<file path="config.mk">
export PLATFORM = sky130hd
export DESIGN_NAME = posit_normalise_pipe
export DESIGN_NICKNAME = d
export VERILOG_FILES = /design/src/rtl/posit_normalise_pipe.sv
export SDC_FILE = /design/constraint.sdc
export NUM_CORES = 1
export LEC_CHECK = 0
export CORE_MARGIN = 3
export CORE_UTILIZATION = 52
export CTS_CLUSTER_DIAMETER = 60
export DETAILED_ROUTE_END_ITERATION = 12
export GPL_ROUTABILITY_DRIVEN = 0
export PLACE_DENSITY = 0.79
export RECOVER_POWER = 50
export SYNTH_ARGS = -nofsm -noshare
export SYNTH_HDL_FRONTEND = slang
export SYNTH_SLANG_ARGS = --single-unit
export TNS_END_PERCENT = 1
</file>
<file path="constraint.sdc">
create_clock -name clk -period 3.3 [get_ports clk]
set_input_delay 0.66 -clock clk [delete_from_list [all_inputs] [get_ports clk]]
set_output_delay 0.66 -clock clk [all_outputs]
set_load 0.01 [all_outputs]
</file>
<file path="src/rtl/posit_normalise_pipe.sv">
// Post-add normaliser for the posit adder: strips the hidden bit, folds the
// corrected exponent back into regime/exponent and saturates to maxpos/minpos.
module posit_normalise_pipe #(
  parameter int unsigned N      = 16,
  parameter int unsigned MANT_W = 8,
  parameter int unsigned ES     = 1,
  parameter int unsigned REG_W  = 8,
  parameter int unsigned EXP_W  = 8
) (
  input  logic                     clk,
  input  logic                     rst,
  input  logic                     in_valid,
  output logic                     in_ready,
  input  logic [MANT_W-1:0]        in_mant_sum,
  input  logic signed [REG_W-1:0]  in_regime,
  input  logic signed [EXP_W-1:0]  in_exp,
  input  logic                     in_nar,
  output logic                     out_valid,
  input  logic                     out_ready,
  output logic [MANT_W-1:0]        out_mant,
  output logic signed [REG_W-1:0]  out_regime,
  output logic [ES-1:0]            out_exp,
  output logic                     out_zero,
  output logic                     out_nar,
  output logic                     out_sat
);

  localparam int unsigned LZ_W   = $clog2(MANT_W + 1);
  localparam int unsigned AEXP_W = EXP_W + 1;
  localparam int unsigned TOT_W  = ((REG_W > EXP_W) ? REG_W : EXP_W) + ES + 2;
  localparam logic signed [TOT_W-1:0] REG_MAX = TOT_W'(N - 2);
  localparam logic signed [TOT_W-1:0] REG_MIN = -REG_MAX;

  logic                     w_s1_adv;
  logic                     w_s2_adv;
  logic [LZ_W-1:0]          w_nz;
  logic [MANT_W-1:0]        w_mant_shl;
  logic signed [AEXP_W-1:0] w_a_exp;

  logic                     r_s1_valid;
  logic [MANT_W-1:0]        r_s1_mant;
  logic signed [AEXP_W-1:0] r_s1_a_exp;
  logic signed [REG_W-1:0]  r_s1_regime;
  logic                     r_s1_nar;
  logic                     r_s1_zero;

  logic signed [TOT_W-1:0]  w_total;
  logic signed [TOT_W-1:0]  w_reg_full;
  logic [MANT_W-1:0]        w_mant;
  logic signed [REG_W-1:0]  w_regime;
  logic [ES-1:0]            w_exp;
  logic                     w_zero;
  logic                     w_nar;
  logic                     w_sat;

  assign w_s2_adv = !out_valid || out_ready;
  assign w_s1_adv = !r_s1_valid || w_s2_adv;
  assign in_ready = w_s1_adv;

  // S1: leading-zero count (MSB-first wins), hidden-bit strip, exponent correction
  always_comb begin
    w_nz = LZ_W'(MANT_W);
    for (int i = 0; i < MANT_W; i++) begin
      if (in_mant_sum[i]) w_nz = LZ_W'(MANT_W - 1 - i);
    end
    w_mant_shl = in_mant_sum << (w_nz + LZ_W'(1));
    w_a_exp    = AEXP_W'(in_exp) + AEXP_W'(1) - AEXP_W'(w_nz);
  end

  // S2: fold scale into regime/exponent, clamp, then NaR > zero > sat priority
  always_comb begin
    w_total    = (TOT_W'(r_s1_regime) <<< ES) + TOT_W'(r_s1_a_exp);
    w_reg_full = w_total >>> ES;
    w_mant     = r_s1_mant;
    w_regime   = REG_W'(w_reg_full);
    w_exp      = w_total[ES-1:0];
    w_zero     = 1'b0;
    w_nar      = 1'b0;
    w_sat      = 1'b0;
    if (r_s1_nar) begin
      w_mant   = '0;
      w_regime = '0;
      w_exp    = '0;
      w_nar    = 1'b1;
    end else if (r_s1_zero) begin
      w_mant   = '0;
      w_regime = '0;
      w_exp    = '0;
      w_zero   = 1'b1;
    end else if (w_reg_full > REG_MAX) begin
      w_mant   = '0;
      w_regime = REG_W'(REG_MAX);
      w_exp    = '0;
      w_sat    = 1'b1;
    end else if (w_reg_full < REG_MIN) begin
      w_mant   = '0;
      w_regime = REG_W'(REG_MIN);
      w_exp    = '0;
      w_sat    = 1'b1;
    end
  end

  always_ff @(posedge clk) begin
    if (rst) begin
      r_s1_valid  <= 1'b0;
      r_s1_mant   <= '0;
      r_s1_a_exp  <= '0;
      r_s1_regime <= '0;
      r_s1_nar    <= 1'b0;
      r_s1_zero   <= 1'b0;
      out_valid   <= 1'b0;
      out_mant    <= '0;
      out_regime  <= '0;
      out_exp     <= '0;
      out_zero    <= 1'b0;
      out_nar     <= 1'b0;
      out_sat     <= 1'b0;
    end else begin
      if (w_s1_adv) begin
        r_s1_valid <= in_valid;
        if (in_valid) begin
          r_s1_mant   <= w_mant_shl;
          r_s1_a_exp  <= w_a_exp;
          r_s1_regime <= in_regime;
          r_s1_nar    <= in_nar;
          r_s1_zero   <= (in_mant_sum == '0);
        end
      end
      // Output payload only changes when a new beat moves in, so a stalled beat holds
      if (w_s2_adv) begin
        out_valid <= r_s1_valid;
        if (r_s1_valid) begin
          out_mant   <= w_mant;
          out_regime <= w_regime;
          out_exp    <= w_exp;
          out_zero   <= w_zero;
          out_nar    <= w_nar;
          out_sat    <= w_sat;
        end
      end
    end
  end

endmodule
</file>
==> out/results.ini, run 1 <==
[drt]
vias = 2482
viasPerCell = 5.48
wl_per_cell_um = 13.8
ant_nets = 0
drtIter0Drc = 128
dr.pass1.iters = 5
drt_wl_total_um = 6250
drc = 0

[flow_run]
drv_cap = 0

[clock_tree]
path_clk_slew_ns = 0.09
cts_root_buf = clkbuf_8
numClockSinks = 49
cts_tree = yes
cts_hold_buf = 0
cts_buffers = 5
htreeDepth = 2
clk_latency_ns = 0.31
cts_buffer_depth = 2

[synthesis]
netlist_top_cells_area = dfxtp_1 (37%), ha_1 (9.3%), nand2_1 (7.4%), a21oi_1 (6.9%), a32o_1 (3.7%)
synth_edf_count = 0
synthDominantCellAreaShare_pct = 36.6
synth_largest_area_cell = dfxtp_1
yosys_warnings = 0
synth_seq_cells = 49
synth_flop_cell = dfxtp_1
netlist_instances = 319
seq_area_frac_synth_pct = 36.6
async_reset_ff_share_pct = 0
syn_nets = 370
synth.distinct_cells = 47
syn_area_sq_mm = 0.00268
avgSynthCellArea_sq_um = 8.40

[critical_path]
worstRegToRegCells = 9
r2r-end = out_mant[6]
worst_ep_required_time_ns = 3.53
r2r_start = r_s1_a_exp[1]
cp_max_fo = 4
startpoint_type = input port
ff2ff_setup_slack_ns = 0.50
critical_path_class = input port to flip-flop
critPathArrivalTime_ns = 3.34
cp-end-kind = flip-flop

[sta]
skew_ns = 0.00898
final.setup.tns_ns = 0
fin_ws_ns = 0.189
finalHoldViolCount = 0
relSlewSlack_pct = 64.8
hold_slack_ns = 0.455
worstMarginPinSlew_ns = 0.525
drv_slew = 0
min_period_over_period_pct = 94.3
period_minus_slack_ns = 3.11
setup_violations = 0
fmax_mhz = 321

[die]
die_h_um = 77.8
die_w_um = 77.8
die_area_sq_mm = 0.00605
ios = 51
initial_core_util_pct = 55.3
core_sq_mm = 0.00485
rows = 25

[global_route]
grt_pass1_wl_um = 10700
grt_max_degree = 24
antenna_found_initial = 0
grt_pass1_vias = 2350
grt_usage_pct = 21.9
overflow = 0

[place]
dpl.cell_count = 444
portBuffers = 50
place_area_sq_mm = 0.00338
dpl.hpwl_um = 4770
pre_cts_ws_ns = -0.176

[status]
outcome = complete, no violations

[layout]
finalNetCount = 436
fin_area_sq_mm = 0.00353
postLayoutCoreUtil_pct = 72.8
syn_to_final_growth_pct = 31.7
drive_above_1_share_pct = 12.7
fin_cells = 453
diodes = 0

[pwr]
ir_worst_vdd_mv = 0.209
p_leak_nw = 1.52
power_density_mw_per_mm2 = 409
total_power_mw = 1.44

[worst_hold_path]
whs_path_depth = 2
hold_class = flip-flop to flip-flop
min-delay-start = out_regime[5]
whs_endpoint = out_regime[5]

[worst max-delay path by stage]
stage | end | cells after the start | start | slack [ns]
CTS | r_s1_a_exp[7] | 17 | in_mant_sum[1] | 0.14
floorplan | r_s1_a_exp[7] | 15 | in_mant_sum[5] | 0.30
finish | r_s1_a_exp[7] | 12 | in_mant_sum[7] | 0.19
global placement | r_s1_a_exp[7] | 17 | in_mant_sum[1] | -0.08
global route | r_s1_a_exp[7] | 17 | in_mant_sum[1] | -0.009
detailed placement | r_s1_a_exp[7] | 17 | in_mant_sum[1] | -0.18
[cells by family (layout without fill, tap and decap cells)]
| group | after synthesis | after routing | share of synthesized area [%] |
|---|---|---|---|
| flops | 49 | 49 | 36.6 |
| mux | 8 | 8 | 3.55 |
| xor+xnor | 9 | 9 | 3.22 |
| buf+inv | 34 | 101 | 5.04 |
| compound gates | 90 | 90 | 22.8 |
| fa+ha+maj | 22 | 22 | 10.8 |
| simple gates | 107 | 107 | 17.9 |
[final cells by class]
class                   count  area, sq um
fillers                   409         1320
clock inverters             3         43.8
well taps                  67         83.8
multi-input cells         236         1590
inverters                  17         63.8
clock buffers               5         68.8
flip-flops and latches     49          981
repair buffers             76          694
[cells in the final DEF (no fill, tap or decap), drive strengths merged, types with 7 or more instances in the layout]
cell type      instances
dfxtp                 49
buf                   25
ha                    20
a21oi                 37
a32o                  10
o21ai                  8
nor2                  26
inv                   18
nand2b                 7
dlygate4sd3           22
clkdlybuf4s50         27
nand2                 53
[cells in the mapped netlist, types with 2 or more instances]
master	instances
nor3b_1	2
o21bai_1	3
nor2b_1	6
clkbuf_1	15
a21oi_1	37
xor2_1	5
o21ai_0	7
a21o_1	2
o221ai_1	2
xnor2_1	3
a32o_1	10
a222oi_1	3
nor3_1	5
ha_1	20
inv_1	16
nor4_1	2
o211ai_1	5
a41oi_1	2
mux2i_1	5
nand2b_1	7
a22oi_1	5
fa_1	2
a221oi_1	2
mux2_2	2
nor2_1	26
o31ai_1	4
nand2_1	53
dfxtp_1	49
[critical path: stages]
cell,delay (ns)
clkdlybuf4s50_1,0.50
nor4_2,0.44
nand2_1,0.14
ha_1,0.30
ha_1,0.31
nor2b_2,0.16
o21ai_1,0.11
nand2b_1,0.08
a21o_1,0.18
a21oi_1,0.17
xor2_1,0.09
o31ai_1,0.21
[timing repair]
action                                  4_1_cts  5_1_grt
gates resized for setup                       0        9
buffers inserted                              0        1
endpoints found under the setup margin        0        2
[report_power, final]
| group | internal (mW) | switching, mW | leakage (nW) |
|---|---|---|---|
| clock network | 0.227 | 0.209 | 0.0585 |
| logic | 0.170 | 0.189 | 1.06 |
| registers | 0.626 | 0.0225 | 0.401 |
[registers in the layout (all words and copies together) (netlist names), 8 cells and up]
| register | flops |
|---|---|
| out_mant | 8 |
| r_s1_mant | 8 |
| out_regime | 8 |
| r_s1_a_exp | 9 |
| r_s1_regime | 8 |
[layer usage]
layer | vias up | part of all wire [%] | GRT usage, %
met5 | - | 0 | 0
met4 | 0 | 1.7 | 7.30
met3 | 8 | 3.8 | 3.94
met2 | 59 | 47 | 35.9
met1 | 1142 | 48 | 29.0
li1 | 1273 | - | -
No activity file was read; power rests on OpenSTA's default activity.
==> run 2: changes to the inputs <==
--- a/config.mk
+++ b/config.mk
@@ -12,6 +12,7 @@
 export GPL_ROUTABILITY_DRIVEN = 0
 export PLACE_DENSITY = 0.79
 export RECOVER_POWER = 50
+export SLEW_MARGIN = 20
 export SYNTH_ARGS = -nofsm -noshare
 export SYNTH_HDL_FRONTEND = slang
 export SYNTH_SLANG_ARGS = --single-unit
==> results of run 2 <==
The final DEF is identical to that of run 1; final timing and power are the same.
